[config.mk]
export PLATFORM = sky130hd
export DESIGN_NAME = mest_pro_sequencer
export DESIGN_NICKNAME = d
export VERILOG_FILES = /design/src/rtl/mest_pro_sequencer.sv
export SDC_FILE = /design/constraint.sdc
export NUM_CORES = 1
export LEC_CHECK = 0
export CAP_MARGIN = 20
export CORE_UTILIZATION = 60
export CTS_BUF_LIST = sky130_fd_sc_hd__clkbuf_2
export DETAILED_ROUTE_END_ITERATION = 10
export PLACE_DENSITY = 0.95
export SYNTH_ARGS = -nofsm -noshare
export SYNTH_HDL_FRONTEND = slang
export SYNTH_SLANG_ARGS = --single-unit
[constraint.sdc]
create_clock -name clk -period 8.17 [get_ports clk]
set_input_delay 2.0425 -clock clk [delete_from_list [all_inputs] [get_ports clk]]
set_output_delay 2.0425 -clock clk [all_outputs]
set_load 0.03 [all_outputs]
[src/rtl/mest_pro_sequencer.sv]
// mest_pro_sequencer: program sequencer and 8-bit execute unit of the MESTPro core.
// After a start pulse it fetches instructions from the program ROM beginning at
// address 0 and executes one every three cycles (FETCH, WAIT, EXEC).
// Optional build macro: MEST_SEQ_INSTR_COUNT_EN adds the o_instr_count output.
//
// Ports:
//   clk            system clock, rising edge
//   i_reset        synchronous active-high reset
//   i_start        one-cycle pulse that starts the program from address 0
//   o_rom_addr     ROM read address (the program counter)
//   o_rom_en       ROM read enable; data returns one cycle later
//   i_rom_data     instruction word {op, A, B, C}
//   o_result       ALU result, held between pulses
//   o_valid_result one-cycle pulse qualifying o_result/o_carry/o_zero_flag
//   o_carry        carry / borrow / shift-out flag
//   o_zero_flag    high when o_result == 0
//   o_all_done     program finished; held until reset or a new start
//   o_busy         high from the accepted start until DONE is entered
//   o_instr_count  executed-instruction count (MEST_SEQ_INSTR_COUNT_EN only)

module mest_pro_sequencer #(
  parameter int unsigned OP_CODE_SIZE     = 4,
  parameter int unsigned INSTRUCTION_SIZE = OP_CODE_SIZE + 24,
  parameter int unsigned ROM_DEPTH        = 65536,
  localparam int unsigned ADDR_W          = $clog2(ROM_DEPTH)
) (
  input  logic                        clk,
  input  logic                        i_reset,
  input  logic                        i_start,
  output logic [ADDR_W-1:0]           o_rom_addr,
  output logic                        o_rom_en,
  input  logic [INSTRUCTION_SIZE-1:0] i_rom_data,
  output logic [7:0]                  o_result,
  output logic                        o_valid_result,
  output logic                        o_carry,
  output logic                        o_zero_flag,
  output logic                        o_all_done,
  output logic                        o_busy
`ifdef MEST_SEQ_INSTR_COUNT_EN
  ,
  output logic [15:0]                 o_instr_count
`endif
);

  localparam int unsigned DATA_W = 8;

  localparam logic [OP_CODE_SIZE-1:0] OP_ADD  = OP_CODE_SIZE'(1);
  localparam logic [OP_CODE_SIZE-1:0] OP_SUB  = OP_CODE_SIZE'(2);
  localparam logic [OP_CODE_SIZE-1:0] OP_AND  = OP_CODE_SIZE'(3);
  localparam logic [OP_CODE_SIZE-1:0] OP_OR   = OP_CODE_SIZE'(4);
  localparam logic [OP_CODE_SIZE-1:0] OP_XOR  = OP_CODE_SIZE'(5);
  localparam logic [OP_CODE_SIZE-1:0] OP_ADC  = OP_CODE_SIZE'(6);
  localparam logic [OP_CODE_SIZE-1:0] OP_SHL  = OP_CODE_SIZE'(7);
  localparam logic [OP_CODE_SIZE-1:0] OP_SHR  = OP_CODE_SIZE'(8);
  localparam logic [OP_CODE_SIZE-1:0] OP_CMP  = OP_CODE_SIZE'(9);
  localparam logic [OP_CODE_SIZE-1:0] OP_MOV  = OP_CODE_SIZE'(10);
  localparam logic [OP_CODE_SIZE-1:0] OP_HALT = OP_CODE_SIZE'(15);

  localparam logic [ADDR_W-1:0] LAST_ADDR = ADDR_W'(ROM_DEPTH - 1);

  typedef enum logic [2:0] {
    S_IDLE,
    S_FETCH,
    S_WAIT,
    S_EXEC,
    S_DONE
  } state_t;

  state_t state;
  state_t state_next;

  logic [INSTRUCTION_SIZE-1:0] ir;
  logic [ADDR_W-1:0]           pc;
  logic                        carry_q;

  // Instruction fields
  logic [OP_CODE_SIZE-1:0] op;
  logic [DATA_W-1:0]       fld_a;
  logic [DATA_W-1:0]       fld_b;
  logic [DATA_W-1:0]       fld_c;

  assign op    = ir[INSTRUCTION_SIZE-1 -: OP_CODE_SIZE];
  assign fld_a = ir[23:16];
  assign fld_b = ir[15:8];
  assign fld_c = ir[7:0];

  assign o_rom_addr = pc;

  // Next values of the registered outputs and datapath
  logic              start_accept;
  logic              is_halt;
  logic              alu_valid;
  logic [DATA_W-1:0] alu_result;
  logic              alu_carry;
  logic              valid_d;
  logic              rom_en_d;
  logic              busy_d;
  logic              all_done_d;
  logic [ADDR_W-1:0] pc_d;

  // Wide intermediates; bit 8 carries the carry/borrow out
  logic [DATA_W:0]     sum_ab;
  logic [DATA_W:0]     sum_abc;
  logic [DATA_W:0]     diff_ab;
  logic [2*DATA_W-1:0] shl_w;
  logic [2*DATA_W-1:0] shr_w;

  // State register
  always_ff @(posedge clk) begin
    if (i_reset) begin
      state <= S_IDLE;
    end else begin
      state <= state_next;
    end
  end

  // Next-state logic
  always_comb begin
    state_next = state;
    case (state)
      S_IDLE:  if (i_start) state_next = S_FETCH;
      S_FETCH: state_next = S_WAIT;
      S_WAIT:  state_next = S_EXEC;
      S_EXEC: begin
        // The last ROM word is executed before stopping; no wrap to 0
        if ((op == OP_HALT) || (pc == LAST_ADDR)) begin
          state_next = S_DONE;
        end else begin
          state_next = S_FETCH;
        end
      end
      S_DONE:  if (i_start) state_next = S_FETCH;
      default: state_next = S_IDLE;
    endcase
  end

  // Output logic: ALU decode plus next values of all registered outputs
  always_comb begin
    start_accept = 1'b0;
    is_halt      = 1'b0;
    alu_valid    = 1'b0;
    alu_result   = '0;
    alu_carry    = 1'b0;
    valid_d      = 1'b0;
    rom_en_d     = 1'b0;
    busy_d       = 1'b0;
    all_done_d   = 1'b0;
    pc_d         = pc;

    sum_ab  = {1'b0, fld_a} + {1'b0, fld_b};
    sum_abc = {1'b0, fld_a} + {1'b0, fld_b} + {{DATA_W{1'b0}}, carry_q};
    diff_ab = {1'b0, fld_a} - {1'b0, fld_b};
    // Shift through a double-width word so the last bit out lands next to the result
    shl_w   = {{DATA_W{1'b0}}, fld_a} << fld_b[2:0];
    shr_w   = {fld_a, {DATA_W{1'b0}}} >> fld_b[2:0];

    case (op)
      OP_ADD: begin
        alu_valid  = 1'b1;
        alu_result = sum_ab[DATA_W-1:0];
        alu_carry  = sum_ab[DATA_W];
      end
      OP_SUB, OP_CMP: begin
        alu_valid  = 1'b1;
        alu_result = diff_ab[DATA_W-1:0];
        alu_carry  = diff_ab[DATA_W];
      end
      OP_AND: begin
        alu_valid  = 1'b1;
        alu_result = fld_a & fld_b;
      end
      OP_OR: begin
        alu_valid  = 1'b1;
        alu_result = fld_a | fld_b;
      end
      OP_XOR: begin
        alu_valid  = 1'b1;
        alu_result = fld_a ^ fld_b;
      end
      OP_ADC: begin
        alu_valid  = 1'b1;
        alu_result = sum_abc[DATA_W-1:0];
        alu_carry  = sum_abc[DATA_W];
      end
      OP_SHL: begin
        alu_valid  = 1'b1;
        alu_result = shl_w[DATA_W-1:0];
        alu_carry  = shl_w[DATA_W];
      end
      OP_SHR: begin
        alu_valid  = 1'b1;
        alu_result = shr_w[2*DATA_W-1:DATA_W];
        alu_carry  = shr_w[DATA_W-1];
      end
      OP_MOV: begin
        alu_valid  = 1'b1;
        alu_result = fld_c;
      end
      OP_HALT: begin
        is_halt = 1'b1;
      end
      default: begin
        // NOP and reserved opcodes produce nothing
        alu_valid = 1'b0;
      end
    endcase

    start_accept = i_start && ((state == S_IDLE) || (state == S_DONE));
    valid_d      = (state == S_EXEC) && alu_valid;
    rom_en_d     = (state_next == S_FETCH);
    busy_d       = (state_next == S_FETCH) || (state_next == S_WAIT) ||
                   (state_next == S_EXEC);
    all_done_d   = (state_next == S_DONE);

    if (start_accept) begin
      pc_d = '0;
    end else if ((state == S_EXEC) && (state_next == S_FETCH)) begin
      pc_d = pc + ADDR_W'(1);
    end
  end

  // Datapath and registered outputs
  always_ff @(posedge clk) begin
    if (i_reset) begin
      pc             <= '0;
      ir             <= '0;
      carry_q        <= 1'b0;
      o_rom_en       <= 1'b0;
      o_result       <= '0;
      o_valid_result <= 1'b0;
      o_carry        <= 1'b0;
      o_zero_flag    <= 1'b0;
      o_all_done     <= 1'b0;
      o_busy         <= 1'b0;
    end else begin
      pc             <= pc_d;
      o_rom_en       <= rom_en_d;
      o_valid_result <= valid_d;
      o_all_done     <= all_done_d;
      o_busy         <= busy_d;

      if (state == S_WAIT) begin
        ir <= i_rom_data;
      end

      // Flags and carry register change only on result-producing instructions
      if (valid_d) begin
        o_result    <= alu_result;
        o_carry     <= alu_carry;
        o_zero_flag <= (alu_result == '0);
        carry_q     <= alu_carry;
      end else if (start_accept) begin
        carry_q     <= 1'b0;
      end
    end
  end

`ifdef MEST_SEQ_INSTR_COUNT_EN
  // Executed-instruction counter: NOP/reserved included, HALT excluded, saturating
  always_ff @(posedge clk) begin
    if (i_reset) begin
      o_instr_count <= '0;
    end else if (start_accept) begin
      o_instr_count <= '0;
    end else if ((state == S_EXEC) && !is_halt && (o_instr_count != 16'hFFFF)) begin
      o_instr_count <= o_instr_count + 16'd1;
    end
  end
`else
  // Without the counter, HALT detection is consumed only by the next-state logic
  logic unused_halt;
  assign unused_halt = is_halt;
`endif

endmodule

==> flow_metrics.env <==
export IMPL_status="complete, no violations"
export IMPL_max_stage_delay_ns=0.72
export IMPL_portBuffers=60
export IMPL_grt_usage_pct=32.9
export IMPL_postCtsSetupBuffers=0
export IMPL_cts_hold_buffers=0
export IMPL_clkLatencyLatePin_ns=0.55
export IMPL_area_delta_synth_final_pct=16.4
export IMPL_slowest_stage="clkdlybuf4s50_1"
export IMPL_yosysUniqueCellTypes=78
export IMPL_placed_cell_area_mm2=0.00510
export IMPL_drt_iter0_markers=432
export IMPL_synthAdderAreaFrac_pct=8.64
export IMPL_antenna_cells=0
export IMPL_route_detailed_drc=0
export IMPL_grt_max_degree=45
export IMPL_antenna_found_initial=0
export IMPL_clock_path_buffers=2
export IMPL_wl_per_cell_um=17.6
export IMPL_path_depth=1
export IMPL_hold_viol_final=0
export IMPL_power_mw=1.07
export IMPL_ys_seq_area_share_pct=27.5
export IMPL_via_per_inst=6.19
export IMPL_grt_setup_unrepaired="no"
export IMPL_async_flop_share_pct=0
export IMPL_cts_tree="done"
export IMPL_worst_setup_path_start_kind="flop"
export IMPL_arrival_ns=1.78
export IMPL_h_tree_depth=3
export IMPL_finalMaxSlewViolations=0
export IMPL_crit_type="reg2out"
export IMPL_ir_worst_vdd_uv=145
export IMPL_dr_pass1_iters=5
export IMPL_syn_cell_area_mm2=0.00452
export IMPL_r2r_end="carry_q$_SDFFE_PP0P_"
export IMPL_first_global_vias=3851
export IMPL_r2r_cells=10
export IMPL_die_w_um=88.8
export IMPL_synth_top_family_by_area="compound AO/OA/AOI/OAI gates"
export IMPL_slew_headroom_pct=38.0
export IMPL_io_pins=61
export IMPL_hold_start="ir[5]$_SDFFE_PP0N_"
export IMPL_die_area_mm2=0.00789
export IMPL_worst_pin_slew_ns=0.930
export IMPL_final_cells=711
export IMPL_cts_resized_gates=0
export IMPL_nNetsFinal=668
export IMPL_cp_max_fo=5
export IMPL_power_density_mw_per_mm2=203
export IMPL_final_setup_tns_ns=0
export IMPL_die_y_um=88.8
export IMPL_yosys_warnings=0
export IMPL_setup_worst_path_end_class="output port"
export IMPL_ff2ff_setup_slack_ns=4.75
export IMPL_coreArea_mm2=0.00725
export IMPL_cap_viol_max_count=0
export IMPL_gp_congestion=0.948
export IMPL_synth_mux_area_share_pct=6.17
export IMPL_clk_pin_slew_worst_paths_ns=0.24
export IMPL_grt_ovfl_total=0
export IMPL_hpwl_um=9250
export IMPL_setup_viol=0
export IMPL_fin_crit_ns=3.83
export IMPL_vias=4399
export IMPL_crit_family="buffers and inverters"
export IMPL_cp_data_required_time_ns=6.13
export IMPL_totalWireLength_um=12500
export IMPL_synth_xor_xnor_area_share_pct=5.62
export IMPL_dp_cells=693
export IMPL_layout_setup_ws_ns=4.34
export IMPL_start_util_pct=62.3
export IMPL_yosys_register_bits=62
export IMPL_synth_nets=627
export IMPL_crit_end="o_rom_addr[2]"
export IMPL_cts_buffers=9
export IMPL_synthCells=566
export IMPL_rows=31
export IMPL_fin_worst_skew_ns=0.0381
export IMPL_p_leak_nw=1.89
export IMPL_synth_compound_area_share_pct=23.1
export IMPL_path_buf_inv=1
export IMPL_stdcell_area_mm2=0.00526
export IMPL_synth_avg_cell_area_um2=7.99
export IMPL_critPathLaunch="o_rom_addr[2]$_SDFFE_PP0P_"
export IMPL_yosys_area_share_simple_pct=22.8
export IMPL_hp_class="reg2reg"
export IMPL_post_route_period_util_pct=46.8
export IMPL_r2r_start="ir[10]$_SDFFE_PP0N_"
export IMPL_path_cells="clkdlybuf4s50_1"
export IMPL_fmax_mhz=261
export IMPL_grt_pass1_wl_um=19400
export IMPL_cts_sinks=62
export IMPL_synth_edf_count=0
export IMPL_ant_nets=0
export IMPL_drive_above_1_share_pct=7.84
export IMPL_pre_cts_ws_ns=4.42
export IMPL_clockRootBuffer="clkbuf_2"
export IMPL_ys_dominant_reg_cell="dfxtp_1"
==> logic make-up after synthesis <==
logic type | Yosys count
buf+inv | 65
compound gates | 149
simple gates | 214
fa+ha+maj | 30
mux | 17
flops | 62
xor+xnor | 29
==> synth_stat cells (7+ instances only) <==
master / count / area (µm²)
inv_1: 29 / 109
xnor2_1: 14 / 123
nor2b_1: 11 / 68.8
nand2_1: 88 / 330
a211oi_1: 10 / 75.1
o22ai_1: 8 / 50.1
a32oi_1: 7 / 61.3
nand4_1: 7 / 43.8
a22oi_1: 8 / 60.1
nor2_1: 56 / 210
nor3_1: 12 / 60.1
ha_1: 28 / 350
mux2i_1: 8 / 80.1
buf_2: 8 / 40.0
xor2_1: 15 / 131
o21ai_0: 13 / 65.1
a21oi_1: 54 / 270
dfxtp_1: 62 / 1240
clkbuf_1: 21 / 78.8
==> power breakdown <==
part           switching [mW]  total [mW]  internal, mW
Combinational           0.255       0.431         0.176
Clock                   0.140       0.245         0.106
Sequential             0.0603       0.392         0.332
Total                   0.455        1.07         0.613
==> per-layer routing <==
metal / track usage, % / wire [µm] / part of all wire (%)
met3: 4.57 / 781 / 6.2
met5: 0 / 0 / 0
met2: 51.2 / 5750 / 46
met4: 12.2 / 300 / 2.4
met1: 46.5 / 5690 / 45
==> how the worst min path moves through the flow <==
stage / end / slack [ns] / cells after the start
floorplan: ir[3]$_SDFFE_PP0N_ / 0.44 / 2
global placement: o_zero_flag$_SDFFE_PP0P_ / 0.44 / 2
detailed placement: ir[5]$_SDFFE_PP0N_ / 0.45 / 2
CTS: ir[5]$_SDFFE_PP0N_ / 0.48 / 2
global route: ir[6]$_SDFFE_PP0N_ / 0.50 / 2
finish: ir[5]$_SDFFE_PP0N_ / 0.47 / 2
==> state kept, by name, indices dropped and copies added, names as in the netlist <==
signal	cells
state	3
o_carry	1
ir	28
o_result	8
o_busy	1
carry_q	1
o_valid_result	1
o_all_done	1
o_zero_flag	1
o_rom_en	1
o_rom_addr	16
==> cell usage in the layout (no fill, tap or decap), types with 6 or more instances in the layout <==
cell type | netlist | layout
nand4_1 | 7 | 7
nand2_1 | 88 | 88
mux2i_1 | 8 | 8
inv_1 | 29 | 29
o22ai_1 | 8 | 8
nor2b_1 | 11 | 11
ha_1 | 28 | 28
a22oi_1 | 8 | 8
xor2_1 | 15 | 15
nor2_1 | 56 | 56
clkbuf_2 | 2 | 10
clkdlybuf4s50_1 | 0 | 60
o21ai_0 | 13 | 13
xnor2_1 | 14 | 14
mux4_2 | 6 | 6
a21oi_1 | 54 | 54
a32oi_1 | 7 | 7
nor3_1 | 12 | 12
a211oi_1 | 10 | 10
dfxtp_1 | 62 | 62
==> area by class of cell <==
type                    count  area, µm²
well taps                  99        124
clock buffers               9       45.0
flip-flops and latches     62       1240
fillers                   584       1990
repair buffers             66        643
clock inverters             7        105
multi-input cells         439       3000
inverters                  29        109
==> metrics by stage <==
stage | hold slack [ns] | utilization (%)
finish | 0.470 | 72.6
global route | 0.502 | 72.6
CTS | 0.476 | 72.4
global placement | 0.439 | 70.3
floorplan | 0.436 | -
detailed placement | 0.453 | 70.3
(Power assumes the default switching activity.)
